--- config.mk ---
export PLATFORM = sky130hd
export DESIGN_NAME = march_bist_ctrl_flat
export DESIGN_NICKNAME = d
export VERILOG_FILES = /design/src/rtl/march_bist_ctrl_if.sv /design/src/rtl/march_bist_ctrl.sv /design/src/flat_wrapper.sv
export SDC_FILE = /design/constraint.sdc
export NUM_CORES = 1
export LEC_CHECK = 0
export BUFFER_PORTS_ARGS = -buffer_cell sky130_fd_sc_hd__buf_2
export CELL_PAD_IN_SITES_DETAIL_PLACEMENT = 2
export CELL_PAD_IN_SITES_GLOBAL_PLACEMENT = 2
export CORE_MARGIN = 3
export CORE_UTILIZATION = 35
export CTS_CLUSTER_DIAMETER = 120
export DETAILED_ROUTE_END_ITERATION = 8
export PLACE_DENSITY_LB_ADDON = 0.1
export SYNTH_ARGS = -nofsm -noshare
export SYNTH_HDL_FRONTEND = slang
export SYNTH_SLANG_ARGS = --single-unit
--- constraint.sdc ---
create_clock -name clk -period 8.7 [get_ports clk]
set_clock_uncertainty 0.15 [all_clocks]
set_input_delay 0 -clock clk [delete_from_list [all_inputs] [get_ports clk]]
set_output_delay 0 -clock clk [all_outputs]
set_load 0.02 [all_outputs]
--- src/rtl/march_bist_ctrl_if.sv ---
// SRAM access bundle between the March C- BIST sequencer and the 256x4b SRAM macro.
// Latency: sram_dout is valid one cycle after a read is issued (sram_en=1, sram_we=0).
// Backpressure: none; the SRAM accepts one access every cycle.
interface march_bist_ctrl_if #(
  parameter int ADDR_W = 8,
  parameter int DATA_W = 4
);
  logic [ADDR_W-1:0] sram_addr;
  logic [DATA_W-1:0] sram_din;
  logic              sram_we;
  logic              sram_en;
  logic [DATA_W-1:0] sram_dout;

  // BIST sequencer side: drives the access, receives read data
  modport master (
    output sram_addr,
    output sram_din,
    output sram_we,
    output sram_en,
    input  sram_dout
  );

  // SRAM macro side
  modport slave (
    input  sram_addr,
    input  sram_din,
    input  sram_we,
    input  sram_en,
    output sram_dout
  );
endinterface

--- src/rtl/march_bist_ctrl.sv ---
// March C- BIST sequencer: sweeps M0..M5 over the SRAM, sticky go_nogo on any miscompare.
// Latency: first access 1 cycle after start, 10N accesses back to back, done 10N+2 cycles after start.
// Backpressure: none; start is ignored while a run is in progress (RUN/TAIL).
// Optional macro BIST_FAIL_CAPTURE_EN: latch the address of the first miscompare on fail_addr.
module march_bist_ctrl #(
  parameter int ADDR_W = 8,
  parameter int DATA_W = 4
) (
  input  logic              clk,
  input  logic              rst,
  input  logic              start,
  march_bist_ctrl_if.master sram,
  output logic              busy,
  output logic              done,
  output logic              go_nogo,
  output logic [ADDR_W-1:0] fail_addr
);

  typedef enum logic [1:0] {S_IDLE, S_RUN, S_TAIL, S_DONE} state_e;
  typedef enum logic [2:0] {M0, M1, M2, M3, M4, M5} elem_e;

  state_e            state_q, state_d;
  elem_e             elem_q, elem_d, elem_nx;
  logic [ADDR_W-1:0] addr_q, addr_d;
  logic              phase_q, phase_d;   // 0 = read half, 1 = write half of a two-op element
  logic              en_q, en_d;
  logic              we_q, we_d;
  logic [DATA_W-1:0] din_q, din_d;
  logic              busy_q, busy_d;
  logic              done_q, done_d;
  logic              go_nogo_q, go_nogo_d;
  logic [DATA_W-1:0] exp_q, exp_d;       // expected word for the read issued last cycle
  logic              exp_vld_q, exp_vld_d;

  logic start_acc;
  logic miscmp;
  logic down;
  logic last_addr;

  // Write background of an element: M1 and M3 write ones, M0/M2/M4 write zeros
  function automatic logic [DATA_W-1:0] elem_wdata(input elem_e e);
    return {DATA_W{(e == M1) || (e == M3)}};
  endfunction

  assign start_acc = start && ((state_q == S_IDLE) || (state_q == S_DONE));
  assign miscmp    = exp_vld_q && (sram.sram_dout != exp_q);
  assign down      = (elem_q == M3) || (elem_q == M4) || (elem_q == M5);
  assign last_addr = down ? (addr_q == '0) : (addr_q == '1);
  assign elem_nx   = elem_e'(elem_q + 3'd1);

  // Next-state: element/address sequencing, registered SRAM controls, compare and status
  always_comb begin
    state_d   = state_q;
    elem_d    = elem_q;
    addr_d    = addr_q;
    phase_d   = phase_q;
    en_d      = en_q;
    we_d      = we_q;
    din_d     = din_q;
    busy_d    = busy_q;
    done_d    = done_q;
    go_nogo_d = go_nogo_q | miscmp;
    exp_vld_d = en_q & ~we_q;
    exp_d     = {DATA_W{(elem_q == M2) || (elem_q == M4)}};

    case (state_q)
      S_IDLE, S_DONE: begin
        if (start_acc) begin
          state_d   = S_RUN;
          elem_d    = M0;
          addr_d    = '0;
          phase_d   = 1'b0;
          en_d      = 1'b1;
          we_d      = 1'b1;
          din_d     = '0;
          busy_d    = 1'b1;
          done_d    = 1'b0;
          go_nogo_d = 1'b0;
        end
      end
      S_RUN: begin
        if ((elem_q != M0) && (elem_q != M5) && !phase_q) begin
          // read half done: write the same address next cycle
          phase_d = 1'b1;
          we_d    = 1'b1;
          din_d   = elem_wdata(elem_q);
        end else begin
          phase_d = 1'b0;
          if (!last_addr) begin
            addr_d = down ? (addr_q - ADDR_W'(1)) : (addr_q + ADDR_W'(1));
            we_d   = (elem_q == M0);
            if (elem_q == M0) din_d = elem_wdata(elem_q);
          end else if (elem_q == M5) begin
            state_d = S_TAIL;
            en_d    = 1'b0;
            we_d    = 1'b0;
          end else begin
            // M1..M5 all open with a read; M3..M5 sweep downward from the top
            elem_d = elem_nx;
            addr_d = ((elem_nx == M3) || (elem_nx == M4) || (elem_nx == M5)) ? '1 : '0;
            we_d   = 1'b0;
          end
        end
      end
      S_TAIL: begin
        state_d = S_DONE;
        busy_d  = 1'b0;
        done_d  = 1'b1;
      end
      default: state_d = S_IDLE;
    endcase
  end

  // FSM and all registered outputs; synchronous reset aborts any run
  always_ff @(posedge clk) begin
    if (rst) begin
      state_q   <= S_IDLE;
      elem_q    <= M0;
      addr_q    <= '0;
      phase_q   <= 1'b0;
      en_q      <= 1'b0;
      we_q      <= 1'b0;
      din_q     <= '0;
      busy_q    <= 1'b0;
      done_q    <= 1'b0;
      go_nogo_q <= 1'b0;
      exp_q     <= '0;
      exp_vld_q <= 1'b0;
    end else begin
      state_q   <= state_d;
      elem_q    <= elem_d;
      addr_q    <= addr_d;
      phase_q   <= phase_d;
      en_q      <= en_d;
      we_q      <= we_d;
      din_q     <= din_d;
      busy_q    <= busy_d;
      done_q    <= done_d;
      go_nogo_q <= go_nogo_d;
      exp_q     <= exp_d;
      exp_vld_q <= exp_vld_d;
    end
  end

`ifdef BIST_FAIL_CAPTURE_EN
  logic [ADDR_W-1:0] fail_addr_q, fail_addr_d;
  logic [ADDR_W-1:0] exp_addr_q, exp_addr_d;   // address of the read being compared

  // Latch only the first miscompare of a run; cleared when a new run starts
  always_comb begin
    exp_addr_d  = addr_q;
    fail_addr_d = fail_addr_q;
    if (start_acc) begin
      fail_addr_d = '0;
    end else if (miscmp && !go_nogo_q) begin
      fail_addr_d = exp_addr_q;
    end
  end

  // Capture registers
  always_ff @(posedge clk) begin
    if (rst) begin
      fail_addr_q <= '0;
      exp_addr_q  <= '0;
    end else begin
      fail_addr_q <= fail_addr_d;
      exp_addr_q  <= exp_addr_d;
    end
  end

  assign fail_addr = fail_addr_q;
`else
  assign fail_addr = '0;
`endif

  assign sram.sram_addr = addr_q;
  assign sram.sram_din  = din_q;
  assign sram.sram_we   = we_q;
  assign sram.sram_en   = en_q;
  assign busy           = busy_q;
  assign done           = done_q;
  assign go_nogo        = go_nogo_q;

endmodule

--- src/flat_wrapper.sv ---
// flat-port wrapper written by rule: the top's interface ports become plain ports
module march_bist_ctrl_flat 
#(
  parameter int ADDR_W = 8,
  parameter int DATA_W = 4
)
  (clk, rst, start, busy, done, go_nogo, fail_addr, sram_sram_addr, sram_sram_din, sram_sram_we, sram_sram_en, sram_sram_dout);
  march_bist_ctrl_if #(.ADDR_W(ADDR_W), .DATA_W(DATA_W)) sram_i ();
  input  logic clk;
  input  logic rst;
  input  logic start;
  output logic busy;
  output logic done;
  output logic go_nogo;
  output logic [ADDR_W-1:0] fail_addr;
  output wire logic [$bits(sram_i.sram_addr)-1:0] sram_sram_addr;
  output wire logic [$bits(sram_i.sram_din)-1:0] sram_sram_din;
  output wire logic [$bits(sram_i.sram_we)-1:0] sram_sram_we;
  output wire logic [$bits(sram_i.sram_en)-1:0] sram_sram_en;
  input wire logic [$bits(sram_i.sram_dout)-1:0] sram_sram_dout;
  assign sram_sram_addr = sram_i.sram_addr;
  assign sram_sram_din = sram_i.sram_din;
  assign sram_sram_we = sram_i.sram_we;
  assign sram_sram_en = sram_i.sram_en;
  assign sram_i.sram_dout = sram_sram_dout;
  march_bist_ctrl #(.ADDR_W(ADDR_W), .DATA_W(DATA_W)) u_core (.clk(clk), .rst(rst), .start(start), .sram(sram_i), .busy(busy), .done(done), .go_nogo(go_nogo), .fail_addr(fail_addr));
endmodule
==> impl_metrics.ini, run 1 <==
[status]
outcome = complete, no violations

[synthesis]
synthTopCellsByCount = sky130_fd_sc_hd__dfxtp_1, sky130_fd_sc_hd__a21oi_1, sky130_fd_sc_hd__nor2_1, sky130_fd_sc_hd__ha_1
count_of_state_elements_after_synthesis = 22
yosysWarningCount = 0
synth-seq-area-share_pct = 27.39
synthTopCellsByArea = sky130_fd_sc_hd__dfxtp_1, sky130_fd_sc_hd__ha_1, sky130_fd_sc_hd__a21oi_1
dominantRegCellSynth = sky130_fd_sc_hd__dfxtp_1
syn_avg_cell_area_um2 = 8.507
post_synth_instance_area_um2 = 1608
synth_most_common_cell = sky130_fd_sc_hd__dfxtp_1
postSynthCellCount = 189
synth_enable_flop_cells = 0
synthDominantCellAreaShare_pct = 27.39
synth.largest_area_cell = sky130_fd_sc_hd__dfxtp_1
ys_async_sr_fraction_pct = 0
distinct_cell_type_count_of_the_synthesized_netlist = 51

[clocking]
clk_pin_slew_worst_paths_ns = 0.09
cts_setup_buffers = 0
tritoncts_num_sinks = 22
num_cts_buffers = 3
post_cts_resized = 0
clock_insertion_delay_worst_skew_ns = 0.27
cts_tree = done
buffer_cell_driving_the_clock_tree_root = sky130_fd_sc_hd__clkbuf_8
cts_hold_buffers = 2
htree_levels = 1
cts_max_path_buffers = 2

[detailed_routing]
drtPass1Iterations = 4
ant_nets = 0
drt_wl_total_um = 4600
routed_via_density = 5.345
routed-via-count = 1395
detailedRoute.firstIterationViolations = 57
post-route-drc-count = 0
wire_per_inst_um = 17.62

[sta]
finalSetupTns_ns = 0
final-setup-viol-count = 0
period_share_pct = 37.27
final-hold-violation-count = 0
max_clock_freq_mhz = 308.4
rsz0062_at_grt = no
worst_slew_margin_rel_pct = 55.32
max_slew.worst_pin.slew_ns = 0.6515
maxSlewViolCount = 0
finalCriticalPeriod_ns = 3.243

[power]
leakage_nw = 0.7824
power_density_nw_per_um2 = 216.9
power.total_w = 0.0003860
vdd_ir_drop_max_mv = 0.09121

[setup_path]
cp-end-kind = flip-flop
timing.critical_path.slowest_cell_delay_ns = 0.40
top_cell_family_by_delay_on_the_critical_path = compound AO/OA/AOI/OAI gates
cpMaxStageDelayCell = sky130_fd_sc_hd__dfxtp_1
arrival_ns = 3.25
worst_ep_required_time_ns = 8.71
cp-start-kind = flip-flop
critPathBufInv = 2
worstPathCellList = inv_1, ha_1, o21a_1, a21oi_2, inv_1, ha_1, nor2b_1, nor3_1, o21bai_1, a21oi_1, xnor2_1, a221o_1
critical_path.max_fanout = 6
crit_type = reg2reg

[layout]
largest_reg_flops = 8
n_fill_cell = 512
antennaDiodeCount = 0
design.final.nets = 233
stdcell_area_um2 = 1779
drive_above_1_share_pct = 20.57
final-instance-count-excl-fill = 261
area_delta_synth_final_pct = 10.66

[global_routing]
pin_count_of_the_biggest_net_entering_global_routing = 30
number_of_global_route_vias_before_repair = 1570
grt_antenna_before_repair = 0
global_route_wire_length_before_repair_um = 7707
track_usage_pct = 18.36
grt.overflow.total = 0

[flow_run]
maxCapViolCount = 0

[floorplan]
die_x_um = 73.78
design.die.area_um2 = 5443
start_util_pct = 36.67
dieHeight_um = 73.78
core_area_um2 = 4384
design.portCount = 32
placement_rows = 24

[placed_design]
hpwlAfterDp_um = 3538
place_inst = 255
gpl.final_weighted_congestion = 0.9001
io_buffer_count = 23
dpl_cell_area_um2 = 1688

[hold_path]
hold_class = in2reg
path summary, 6_finish.rpt:
kind,from,to,cells after the start,slack [ns]
worst max-delay path,u_core.elem_q[0],u_core.sram.sram_addr[6],12,5.46
worst min-delay path,rst,u_core.exp_q[0],2,0.06
worst max register to register,u_core.elem_q[0],u_core.sram.sram_addr[6],12,5.46
worst min register to register,u_core.sram.sram_we,u_core.exp_vld_q,1,0.31
power by group:
| group | internal (W) | switching [W] |
|---|---|---|
| registers | 0.000117 | 0.0000133 |
| clock network | 0.0000616 | 0.0000374 |
| logic | 0.0000571 | 0.0000991 |
cell families after synthesis:
kind of cell | synth area share (%)
mux | 4.825
compound gates | 20.78
xor+xnor | 2.724
other cells | 0.2332
fa+ha+maj | 12.92
flops | 27.39
simple gates | 20.93
buf+inv | 10.19
area by class of cell:
type,count,area [um2],share of cell area (%)
multi-input combinational,148,1030,57.88
sequential,22,440.4,24.75
timing repair buffer,25,135.1,7.595
tap,52,65.06,3.657
clock buffer,3,41.29,2.321
inverter,10,37.54,2.110
clock inverter,1,30.03,1.688
per-stage QoR:
| stage | util [%] | setup WS, ns | hold WS (ns) |
|---|---|---|---|
| floorplan | - | 5.913 | -0.05436 |
| global placement | 38.50 | 5.684 | 0.1195 |
| detailed placement | 38.50 | 5.459 | 0.1224 |
| CTS | 40.58 | 5.437 | 0.04958 |
| global route | 40.58 | 5.193 | 0.1025 |
| finish | 40.58 | 5.457 | 0.06259 |
placed cells by master (no fill, tap or decap), drive strengths merged, types with 3 or more instances in the layout:
cell type,synthesis,final
ha,15,15
mux2i,4,4
mux2,3,3
nor2b,6,6
a211oi,3,3
nor3,4,4
nand2,12,12
a21o,3,3
or4,3,3
inv,10,10
nor2,18,18
a21oi,20,20
clkbuf,2,3
xnor2,5,5
o21ai,13,13
conb,1,8
buf,14,23
dfxtp,22,22
metal layers:
layer  global-route usage (%)  share of wire [%]
met5                        0                  0
met4                    7.042                2.1
met3                    1.778                2.5
met2                    33.76                 51
met1                    21.56                 45
(Power assumes the default switching activity.)
==> inputs of run 2 (changes only) <==
--- a/config.mk
+++ b/config.mk
@@ -9,7 +9,7 @@
 export CELL_PAD_IN_SITES_DETAIL_PLACEMENT = 2
 export CELL_PAD_IN_SITES_GLOBAL_PLACEMENT = 2
 export CORE_MARGIN = 3
-export CORE_UTILIZATION = 35
+export CORE_UTILIZATION = 29
 export CTS_CLUSTER_DIAMETER = 120
 export DETAILED_ROUTE_END_ITERATION = 8
 export PLACE_DENSITY_LB_ADDON = 0.1
==> constraint.sdc (replaced) <==
create_clock -name clk -period 2.7 [get_ports clk]
set_clock_uncertainty 0.15 [all_clocks]
set_input_delay 0 -clock clk [delete_from_list [all_inputs] [get_ports clk]]
set_output_delay 0 -clock clk [all_outputs]
set_load 0.02 [all_outputs]
==> run 2 against run 1 <==
Flip-flop and latch count unchanged. First-iteration DRC count decreased by 32%. Critical path depth decreased by 2. Via count increased by 5.8%. Total power increased to 3.3 times the previous value. Worst hold slack got worse by 0.046 ns. Cell count increased by 13%. Register-to-register slack got worse by 5.4 ns. Largest cell class unchanged. Largest power group unchanged.
==> impl_metrics.ini, run 2 (synthesis gave the netlist of run 1 again) <==
[sta]
final-hold-violation-count = 0
maxSlewViolCount = 0
period_share_pct = 98.41
worst_slew_margin_rel_pct = 59.59
timing.final.ws_setup_ns = 0.04283
finalCriticalPeriod_ns = 2.657
rsz0062_at_grt = yes
max_clock_freq_mhz = 376.3
final-setup-viol-count = 0
max_slew.worst_pin.slew_ns = 0.6061
finalHoldWorstSlack_ns = 0.01683

[floorplan]
core_area_um2 = 5238
placement_rows = 26
die_x_um = 80.46
design.portCount = 32
design.die.area_um2 = 6474
dieHeight_um = 80.46
start_util_pct = 30.70

[power]
leakage_nw = 0.8538
power_density_nw_per_um2 = 617.2
switching_share_pct = 38.02
clock_power_share_pct = 24.7
p_seq_share_pct = 33.0
p_switching_w = 0.0004797
vdd_ir_drop_max_mv = 0.2425
combPwrFrac_pct = 42.3
p_int_w = 0.0007821

[setup_path]
critPathMostFrequentCell = sky130_fd_sc_hd__ha_1
crit_type = reg2reg
worstPathCellList = buf_4, ha_1, a21oi_4, clkinv_4, ha_1, and3_1, a221oi_2, xnor2_1, o21ai_0, a21oi_1
critical_path.max_fanout = 6
worst_ep_required_time_ns = 2.68
timing.critical_path.slowest_cell_delay_ns = 0.38
cpMaxStageDelayCell = sky130_fd_sc_hd__dfxtp_4
arrival_ns = 2.64
cp-start-kind = flip-flop
cp-end-kind = flip-flop

[placed_design]
hpwlAfterDp_um = 3558
preCtsSetupSlack_ns = -0.1381
io_buffer_count = 23
gpl.final_weighted_congestion = 0.8785

[clocking]
htree_levels = 1
num_cts_buffers = 3
cts_tree = done
clk_pin_slew_worst_paths_ns = 0.08
tritoncts_num_sinks = 22
cts_max_path_buffers = 2
clock_insertion_delay_worst_skew_ns = 0.26
buffer_cell_driving_the_clock_tree_root = sky130_fd_sc_hd__clkbuf_8

[layout]
design.final.nets = 248
largest_reg_flops = 8
mostFrequentLayoutCell = sky130_fd_sc_hd__buf_2
area_delta_synth_final_pct = 27.16
fin_util_pct = 39.03
drive_above_1_share_pct = 34.82
final_cell_mix = sky130_fd_sc_hd__buf_2, sky130_fd_sc_hd__dfxtp_1, sky130_fd_sc_hd__a21oi_1
antennaDiodeCount = 0

[detailed_routing]
drtPass1Iterations = 2
post-route-drc-count = 0
routed-via-count = 1476
wire_per_inst_um = 16.88
detailedRoute.firstIterationViolations = 39
routed_via_density = 5.020
ant_nets = 0
drt_wl_total_um = 4962

[hold_path]
hold_class = in2reg

[global_routing]
pin_count_of_the_biggest_net_entering_global_routing = 30
grt.overflow.total = 0
track_usage_pct = 15.34
number_of_global_route_vias_before_repair = 1645
global_route_wire_length_before_repair_um = 7797
grt_antenna_before_repair = 0

[flow_run]
maxCapViolCount = 0

[status]
outcome = complete, no violations
[run 2: cell count changes in the layout (fill, tap and decap cells not counted), moves of 3 or more]
| cell | before | now |
|---|---|---|
| sky130_fd_sc_hd__ha_1 | 15 | 9 |
| sky130_fd_sc_hd__inv_1 | 9 | 6 |
| sky130_fd_sc_hd__ha_4 | 0 | 6 |
| sky130_fd_sc_hd__buf_4 | 0 | 16 |
[run 2: metal layers]
layer / up-vias / share of wire [%] / track usage (%)
li1: 719 / - / -
met2: 26 / 56 / 30.38
met1: 729 / 41 / 16.94
met5: - / 0 / 0
met4: 0 / 0.38 / 2.534
met3: 2 / 2.7 / 2.691
[run 2: final timing paths]
check / start / depth (start not counted) / slack (ns) / end
setup reg to reg: u_core.elem_q[0] / 10 / 0.04 / u_core.sram.sram_addr[7]
hold / removal: sram_sram_dout[2] / 4 / 0.02 / u_core.go_nogo
setup / recovery: u_core.elem_q[0] / 10 / 0.04 / u_core.sram.sram_addr[7]
hold reg to reg: u_core.sram.sram_we / 1 / 0.32 / u_core.exp_vld_q
[run 2: repair_timing]
item                                    in CTS  in global routing
gates resized for setup                      4                 24
pin swaps                                    2                 12
cloned                                       0                  0
endpoints found under the setup margin       3                  3
setup buffers                                1                  3
hold endpoints to repair                     2                  0
hold buffers                                 1                  0
[run 2: power groups by stage]
stage | clock, W | combinational (W) | sequential, W
CTS | 0.000329 | 0.000537 | 0.000419
global placement | 0 | 0.000508 | 0.000418
finish | 0.000312 | 0.000533 | 0.000417
floorplan | 0 | 0.000373 | 0.000455
global route | 0.000343 | 0.000604 | 0.000424
detailed placement | 0 | 0.000533 | 0.000427
[run 2: layout make-up]
cell class | instances | area [um2]
inverters | 10 | 47.55
clock inverters | 1 | 30.03
clock buffers | 3 | 41.29
flip-flops and latches | 22 | 445.4
well taps | 70 | 87.58
fillers | 596 | 3193
multi-input cells | 148 | 1147
repair buffers | 40 | 245.2
[run 2: per-stage QoR]
stage / instances / TNS (ns) / total power (W) / area (um2)
floorplan: 196 / 0 / 0.0008276 / 1642
global placement: 285 / 0 / 0.0009260 / 1808
detailed placement: 285 / -0.2007 / 0.0009604 / 1808
CTS: 291 / 0 / 0.001285 / 1909
global route: 294 / -0.2458 / 0.001371 / 2044
finish: 294 / 0 / 0.001262 / 2044
[run 2: worst max-delay path, delay by kind of cell, from the launching register on]
family	cells	cell delay, ns
simple gates	1	0.23
xor+xnor	1	0.13
flops	1	0.38
fa+ha+maj	2	0.62
compound gates	4	0.75
buf+inv	2	0.28
